===== config.mk =====
export PLATFORM = sky130hd
export DESIGN_NAME = fetch_stage
export DESIGN_NICKNAME = d
export VERILOG_FILES = /design/src/rtl/lc3b_types.sv /design/src/rtl/fetch_perf_ctr.sv /design/src/rtl/fetch_stage.sv
export SDC_FILE = /design/constraint.sdc
export NUM_CORES = 1
export LEC_CHECK = 0
export CAP_MARGIN = 20
export CORE_MARGIN = 2
export CORE_UTILIZATION = 46
export DETAILED_ROUTE_END_ITERATION = 6
export MAX_ROUTING_LAYER = met4
export PLACE_DENSITY = 0.79
export SYNTH_ARGS = -nofsm -noshare
export SYNTH_HDL_FRONTEND = slang
export SYNTH_HIERARCHICAL = 1
export SYNTH_SLANG_ARGS = --single-unit

===== constraint.sdc =====
create_clock -name clk -period 2 [get_ports clk]
set_clock_uncertainty 0.05 [all_clocks]
set_input_delay 0.4 -clock clk [delete_from_list [all_inputs] [get_ports clk]]
set_output_delay 0.4 -clock clk [all_outputs]
set_load 0.01 [all_outputs]

===== src/rtl/lc3b_types.sv =====
// Shared LC-3b types: machine word, fetch FSM state encoding and PC helpers.
package lc3b_types;

   typedef logic [15:0] lc3b_word;

   typedef enum logic [1:0] {
      ST_FETCH   = 2'd0,
      ST_HOLD    = 2'd1,
      ST_DISCARD = 2'd2
   } fetch_state_e;

   localparam lc3b_word PC_STEP = 16'd2;

   // Sequential PC step; 16-bit wrap from FFFE to 0000 is intentional.
   function automatic lc3b_word pc_inc(input lc3b_word pc);
      return pc + PC_STEP;
   endfunction

   // Instructions are halfword aligned, so a redirect target drops bit 0.
   function automatic lc3b_word pc_align(input lc3b_word addr);
      return {addr[15:1], 1'b0};
   endfunction

endpackage


===== src/rtl/fetch_perf_ctr.sv =====
// Optional fetch performance counters: words written into IF/ID and
// cycles where a live IF/ID entry is held by a downstream stall.
module fetch_perf_ctr
   import lc3b_types::*;
(
   input  logic        clk,
   input  logic        reset_n,
   input  logic        fetched_inc,
   input  logic        stall_inc,
   output logic [15:0] perf_fetched,
   output logic [15:0] perf_stall
);

   // Free-running wrapping event counters.
   always_ff @(posedge clk or negedge reset_n) begin
      if (!reset_n) begin
         perf_fetched <= '0;
         perf_stall   <= '0;
      end else begin
         if (fetched_inc) perf_fetched <= perf_fetched + 16'd1;
         if (stall_inc)   perf_stall   <= perf_stall + 16'd1;
      end
   end

endmodule


===== src/rtl/fetch_stage.sv =====
// LC-3b instruction fetch stage with inline IF/ID register.
// Optional performance counters are built when FETCH_PERF_EN is defined.
//
// state      | meaning
// -----------+-------------------------------------------------------
// ST_FETCH   | read request for pc outstanding
// ST_HOLD    | fetched word buffered, IF/ID stalled, no request
// ST_DISCARD | request issued before a redirect; its response is dropped
module fetch_stage
   import lc3b_types::*;
#(
   parameter logic [15:0] RESET_PC = 16'h0000
)(
   input  logic        clk,
   input  logic        reset_n,
   output logic        mem1_read,
   output logic [15:0] mem1_address,
   input  logic        mem1_resp,
   input  logic [15:0] mem1_rdata,
   input  logic        stall,
   input  logic        redirect,
   input  logic [15:0] redirect_pc,
   output logic        ifid_valid,
   output logic [15:0] ifid_ir,
   output logic [15:0] ifid_pc,
   output logic [3:0]  opcode,
`ifdef FETCH_PERF_EN
   output logic [11:0] IRbits,
   output logic [15:0] perf_fetched,
   output logic [15:0] perf_stall
`else
   output logic [11:0] IRbits
`endif
);

   fetch_state_e state, state_nx;
   lc3b_word     pc, pc_nx;
   lc3b_word     req_addr, req_addr_nx;
   lc3b_word     buf_ir, buf_ir_nx;
   logic         buf_valid, buf_valid_nx;
   lc3b_word     ir_nx, ifid_pc_nx;
   logic         valid_nx;
   logic         req_en;
   logic         resp_ok;
   logic         hold_ifid;

   // req_en keeps the bus quiet while in reset and for the reset-release
   // cycle; the first edge after release starts fetching from RESET_PC.
   always_ff @(posedge clk or negedge reset_n) begin
      if (!reset_n) req_en <= 1'b0;
      else          req_en <= 1'b1;
   end

   assign resp_ok   = mem1_resp & req_en;
   assign hold_ifid = stall & ifid_valid;

   // Next-state and IF/ID update; redirect outranks stall and response.
   always_comb begin
      state_nx     = state;
      pc_nx        = pc;
      req_addr_nx  = req_addr;
      buf_ir_nx    = buf_ir;
      buf_valid_nx = buf_valid;
      ir_nx        = ifid_ir;
      ifid_pc_nx   = ifid_pc;
      valid_nx     = ifid_valid;
      // An unstalled entry is consumed this cycle unless replaced below.
      if (!hold_ifid) valid_nx = 1'b0;
      case (state)
         ST_FETCH: begin
            if (redirect) begin
               pc_nx        = pc_align(redirect_pc);
               valid_nx     = 1'b0;
               buf_valid_nx = 1'b0;
               // Still waiting on the old request: remember its address.
               if (req_en && !mem1_resp) begin
                  state_nx    = ST_DISCARD;
                  req_addr_nx = pc;
               end
            end else if (resp_ok) begin
               pc_nx = pc_inc(pc);
               if (!hold_ifid) begin
                  ir_nx      = mem1_rdata;
                  ifid_pc_nx = pc_inc(pc);
                  valid_nx   = 1'b1;
               end else begin
                  buf_ir_nx    = mem1_rdata;
                  buf_valid_nx = 1'b1;
                  state_nx     = ST_HOLD;
               end
            end
         end
         ST_HOLD: begin
            if (redirect) begin
               pc_nx        = pc_align(redirect_pc);
               valid_nx     = 1'b0;
               buf_valid_nx = 1'b0;
               state_nx     = ST_FETCH;
            end else if (!stall && buf_valid) begin
               // pc was already stepped past the buffered word on capture.
               ir_nx        = buf_ir;
               ifid_pc_nx   = pc;
               valid_nx     = 1'b1;
               buf_valid_nx = 1'b0;
               state_nx     = ST_FETCH;
            end
         end
         ST_DISCARD: begin
            if (redirect) begin
               pc_nx        = pc_align(redirect_pc);
               valid_nx     = 1'b0;
               buf_valid_nx = 1'b0;
            end else if (resp_ok) begin
               state_nx = ST_FETCH;
            end
         end
         default: begin
            state_nx     = ST_FETCH;
            valid_nx     = 1'b0;
            buf_valid_nx = 1'b0;
         end
      endcase
   end

   // State, PC, buffer and IF/ID register.
   always_ff @(posedge clk or negedge reset_n) begin
      if (!reset_n) begin
         state      <= ST_FETCH;
         pc         <= RESET_PC;
         req_addr   <= RESET_PC;
         buf_ir     <= '0;
         buf_valid  <= 1'b0;
         ifid_ir    <= '0;
         ifid_pc    <= '0;
         ifid_valid <= 1'b0;
      end else begin
         state      <= state_nx;
         pc         <= pc_nx;
         req_addr   <= req_addr_nx;
         buf_ir     <= buf_ir_nx;
         buf_valid  <= buf_valid_nx;
         ifid_ir    <= ir_nx;
         ifid_pc    <= ifid_pc_nx;
         ifid_valid <= valid_nx;
      end
   end

   // Memory request: address frozen at the pre-redirect value in DISCARD.
   always_comb begin
      mem1_read    = req_en & (state != ST_HOLD);
      mem1_address = (state == ST_DISCARD) ? req_addr : pc;
   end

   assign opcode = ifid_ir[15:12];
   assign IRbits = ifid_ir[11:0];

`ifdef FETCH_PERF_EN
   logic fetched_inc;

   // A new word lands in IF/ID whenever valid is set without a hold.
   assign fetched_inc = valid_nx & ~hold_ifid;

   fetch_perf_ctr u_perf (
      .clk          (clk),
      .reset_n      (reset_n),
      .fetched_inc  (fetched_inc),
      .stall_inc    (hold_ifid),
      .perf_fetched (perf_fetched),
      .perf_stall   (perf_stall)
   );
`endif

endmodule


==> After elaboration in Yosys (flattened, before gate mapping) <==
Cells that the tools add are included.
Widths: inputs -> output; s select.
{ "totals": {"regBits": 85, "inputBits": 37, "output_inout_bits": 66} }
{ "classes": {"n_addsub": 1, "n_eq_ne": 16, "mux": 41, "bitwise_logic": 4, "n_reduce_logical": 14} }
{ "ops": {"columns": ["cell", "n"], "rows": [
  ["$mux 16", 14],
  ["$pmux 16 s2", 3],
  ["$add 16x2->16 const B", 1],
  ["$mux 2", 8],
  ["$ne 2x2->1 const B", 8],
  ["$mux 1", 13],
  ["$ne 3x3->1 const B", 4],
  ["$reduce_and 6->1", 2],
  ["$reduce_and 4->1", 2],
  ["$pmux 1 s3", 2],
  ["$pmux 2 s3", 1],
  ["$reduce_and 3->1", 2],
  ["$ne 2x1->1 const B", 2],
  ["$reduce_bool 2->1", 2],
  ["$and 1x1->1", 3],
  ["$eq 2x1->1 const B", 1],
  ["$eq 2x2->1 const B", 1],
  ["$logic_and 1x1->1", 2],
  ["$logic_not 1->1", 2],
  ["$logic_not 2->1", 1],
  ["$reduce_or 2->1", 1],
  ["$not 1->1", 1]
]} }

==> Longest topological paths before layout <==
{ "depth": {"word_depth": 6, "depth_mapped": 8, "ltp_nobuf": 6} }

==> Worst setup path before layout <==
Ideal clock, no wire load.
{ "synth_path": {"path_type": "register to output", "start": "register state[0]", "end": "output mem1_address[15]", "arrival_ns": 1.426, "t_required_ns": 1.550, "path_slack_ns": 0.124, "stages_incl_launch_ff": 5, "path_buffers": 1, "cell_sequence": "dfrtp_1 > inv_1 > ha_1 > buf_1 > mux2_2"} }
{ "synth_between": {"elab_chain_len": 2} }
{ "synth_lines": {"columns": ["element", "line", "rtl"], "rows": [
  ["from (decl)", "fetch_stage.sv:36", "fetch_state_e state, state_nx;"],
  ["from (signal assigned)", "fetch_stage.sv:137", "state <= state_nx;"],
  ["$eq 2x2->1", "fetch_stage.sv:151", "mem1_address = (state == ST_DISCARD) ? req_addr : pc;"],
  ["$mux 16", "fetch_stage.sv:151", null],
  ["to (decl)", "fetch_stage.sv:17", "output logic [15:0] mem1_address,"]
]} }
Every way passes these cells.

==> Worst setup path after layout <==
{ "layout_path": {"start": "register state[0]", "end": "output mem1_address[11]"} }
The elaborated chain is that of the path after synthesis.

==> results.yml <==
clock_network:
  cts-root-buf: "clkbuf_8"
  htreeDepth: 3
  cts_tree: "yes"
  cts_buffers: 9
  clk_latency_ns: 0.36
  clkTransAtPathRegs_ns: 0.09
  clock_path_buffers: 2
  cts.sinks: 82
grt:
  grt_max_degree: 35
  antenna_found_initial: 0
  grt_pass1_vias: 3926
  grt_pass1_wl_um: 19150
  overflow: 0
  grt.total_usage_pct: 23.99
finish:
  nNetsFinal: 576
  stdcell_count: 672
  final_area_sq_um: 6208
  area_delta_synth_final_pct: 38.33
  drive_above_1_share_pct: 26.53
  antenna_cells: 0
floorplanning:
  die-area_sq_um: 10560
  io_pins: 103
  rows: 36
  core_region_area_sq_um: 9639
  die_width_um: 102.8
  die_y_um: 102.8
  start_util_pct: 46.56
sta:
  finalHoldViolations: 0
  rsz0062_at_grt: "yes"
  finalMaxSlewViolations: 0
  setup_slack_ns: -0.1279
  finalCritPeriodShare_pct: 106.4
  final.setup.tns_ns: -1.245
  fmax_mhz: 469.9
  fin_crit_ns: 2.128
  finalSetupViolations: 14
critical_path:
  slowest_delay_ns: 0.40
  cp.required_ns: 1.55
  cp-start-kind: "flop"
  crit_arrival_ns: 1.68
  crit_type: "reg2out"
  critPathMostFrequentCell: "buf_12"
  cp_max_fo: 8
  critical_path.slowest_cell: "dfrtp_1"
  cp_cell_sequence: "inv_2 -> ha_4 -> buf_12 -> buf_12 -> mux2_4 -> buf_6"
  end_kind: "primary output"
logic_synthesis:
  synth.distinct_cells: 62
  async_flop_share_pct: 100.0
  avgSynthCellArea_sq_um: 10.56
  yosysSeqAreaShare_pct: 45.72
  yosys_warnings: 6
  synthCells: 425
  netlist_area_sq_um: 4488
  synth_top_area_share_pct: 45.72
  synth_ff_type: "dfrtp_1"
  yosys-top-cells-count: "dfrtp_1 (82), o21ai_0 (48), mux2_2 (35), buf_4 (22), o21ai_1 (21)"
  synth_area_leaders: "dfrtp_1 (46%), mux2_2 (8.8%), o21ai_0 (5.4%), mux2i_1 (4.2%), buf_4 (3.7%)"
  synth_most_common_cell: "dfrtp_1"
  synth_top_cell_by_area: "dfrtp_1"
  ys_seq_elements: 82
  synth_edf_count: 0
placement:
  numPortBuffers: 99
  dp_cells: 649
  placed_area_sq_um: 5736
  finalWeightedCongestion: 0.8936
  preCtsSetupSlack_ns: -0.1353
  dp_hpwl_um: 8255
flow_run:
  drv_cap: 0
min_path:
  hold_class: "reg2reg"
outcome:
  violations: "setup timing"
  outcome: "finished, violations left"
detailed_routing:
  wl_per_cell_um: 17.46
  drt_wl_total_um: 11730
  ant_nets: 0
  vias: 3842
  drc: 0
  vias_per_cell: 5.717
  drt-initial-drc-count: 186
  drt-pass1-iter-count: 5
pwr:
  leakagePower_nw: 2.551
  power.density_nw_per_um2: 1512
  vdd_drop_max_mv: 0.7871
layout make-up:
type                       instances  area, sq um
tap                              133        166.4
clock buffer                      10        127.6
multi-input combinational        284         2262
inverter                           7        28.78
clock inverter                     6        73.82
fill                             794         3431
timing repair buffer             150         1496
sequential                        82         2053
worst max-delay path: cells and delay by family, from the launching register on:
kind	cells	cell delay (ns)
adders and majority gates	1	0.16
muxes	1	0.31
DFF	1	0.40
buffers and inverters	4	0.45
final timing paths:
path	from	cells past startpoint	slack, ns	endpoint
max	state[0]$_DFFE_PN0P_	6	-0.13	mem1_address[11]
max in group asynchronous	reset_n	3	0.89	pc[1]$_DFFE_PN0P_
min in group asynchronous	reset_n	2	0.48	req_addr[10]$_DFFE_PN0P_
max reg2reg	state[1]$_DFFE_PN0P_	9	0.08	ifid_pc[15]$_DFFE_PN0P_
min reg2reg	buf_ir[6]$_DFFE_PN0P_	1	0.45	buf_ir[6]$_DFFE_PN0P_
min	buf_ir[6]$_DFFE_PN0P_	1	0.45	buf_ir[6]$_DFFE_PN0P_
stage by stage:
step	hold WS [ns]	utilization, %	total power [mW]
floorplan	0.05441	-	5.463
global placement	0.3234	59.50	7.462
detailed placement	0.3309	59.50	7.614
CTS	0.4431	63.88	9.309
global route	0.4605	64.41	9.999
finish	0.4465	64.41	9.385
state kept, by name (all words and copies together) (netlist names):
register	count
req_addr	15
ifid_pc	15
state	2
pc	15
buf_valid	1
buf_ir	16
ifid_ir	16
req_en	1
ifid_valid	1
power by group:
part / switching, mW / leakage [nW] / internal, mW
Sequential: 0.596 / 1.01 / 2.34
Combinational: 2.35 / 1.45 / 2.84
Clock: 0.651 / 0.0954 / 0.595
cell usage in the layout (no fill, tap or decap), drive strengths merged, types with 2 or more instances in the layout:
master and instances:
a21oi 19, a2bb2oi 3, a31oi 2, a41oi 2, and3b 2, buf 66, clkbuf 11, clkdlybuf4s50 82
clkinvlp 2, conb 3, dfrtp 82, ha 5, inv 10, mux2 45, mux2i 19, nand2 13
nand2b 2, nand3 12, nand3b 2, nand4 5, nand4b 4, nor2 11, nor2b 3, nor3 3
nor4 7, o211ai 3, o21a 3, o21ai 69, o22a 3, o22ai 6, o41ai 3, or2 3
or3 2, xnor2 11, xor2 2
routing by layer:
| metal | vias up | part of all wire, % | wire, um | track usage [%] |
|---|---|---|---|---|
| met3 | 29 | 6.9 | 815 | 4.000 |
| met5 | - | 0 | 0 | - |
| li1 | 1747 | - | - | - |
| met1 | 1882 | 41 | 4866 | 29.45 |
| met4 | 0 | 2.4 | 279 | 8.097 |
| met2 | 184 | 49 | 5770 | 40.42 |
logic make-up after synthesis:
| logic type | after synthesis | share of synthesized area [%] |
|---|---|---|
| AOI/OAI and AO/OA | 126 | 16.56 |
| xor gates and xnor gates | 13 | 2.537 |
| adders and majority gates | 5 | 1.394 |
| buffers and inverters | 60 | 7.499 |
| DFF | 82 | 45.72 |
| muxes | 64 | 15.53 |
| other | 2 | 0.1673 |
| and+or+nand+nor | 73 | 10.59 |
repair_timing:
item,4_1_cts,5_1_grt
hold endpoints to repair,31,0
resized for setup,101,19
pin swaps,2,5
endpoints found under the setup margin,47,58
cloned,1,0
setup buffers,6,1
hold buffers,1,0
No activity file was read; power rests on OpenSTA's default activity.
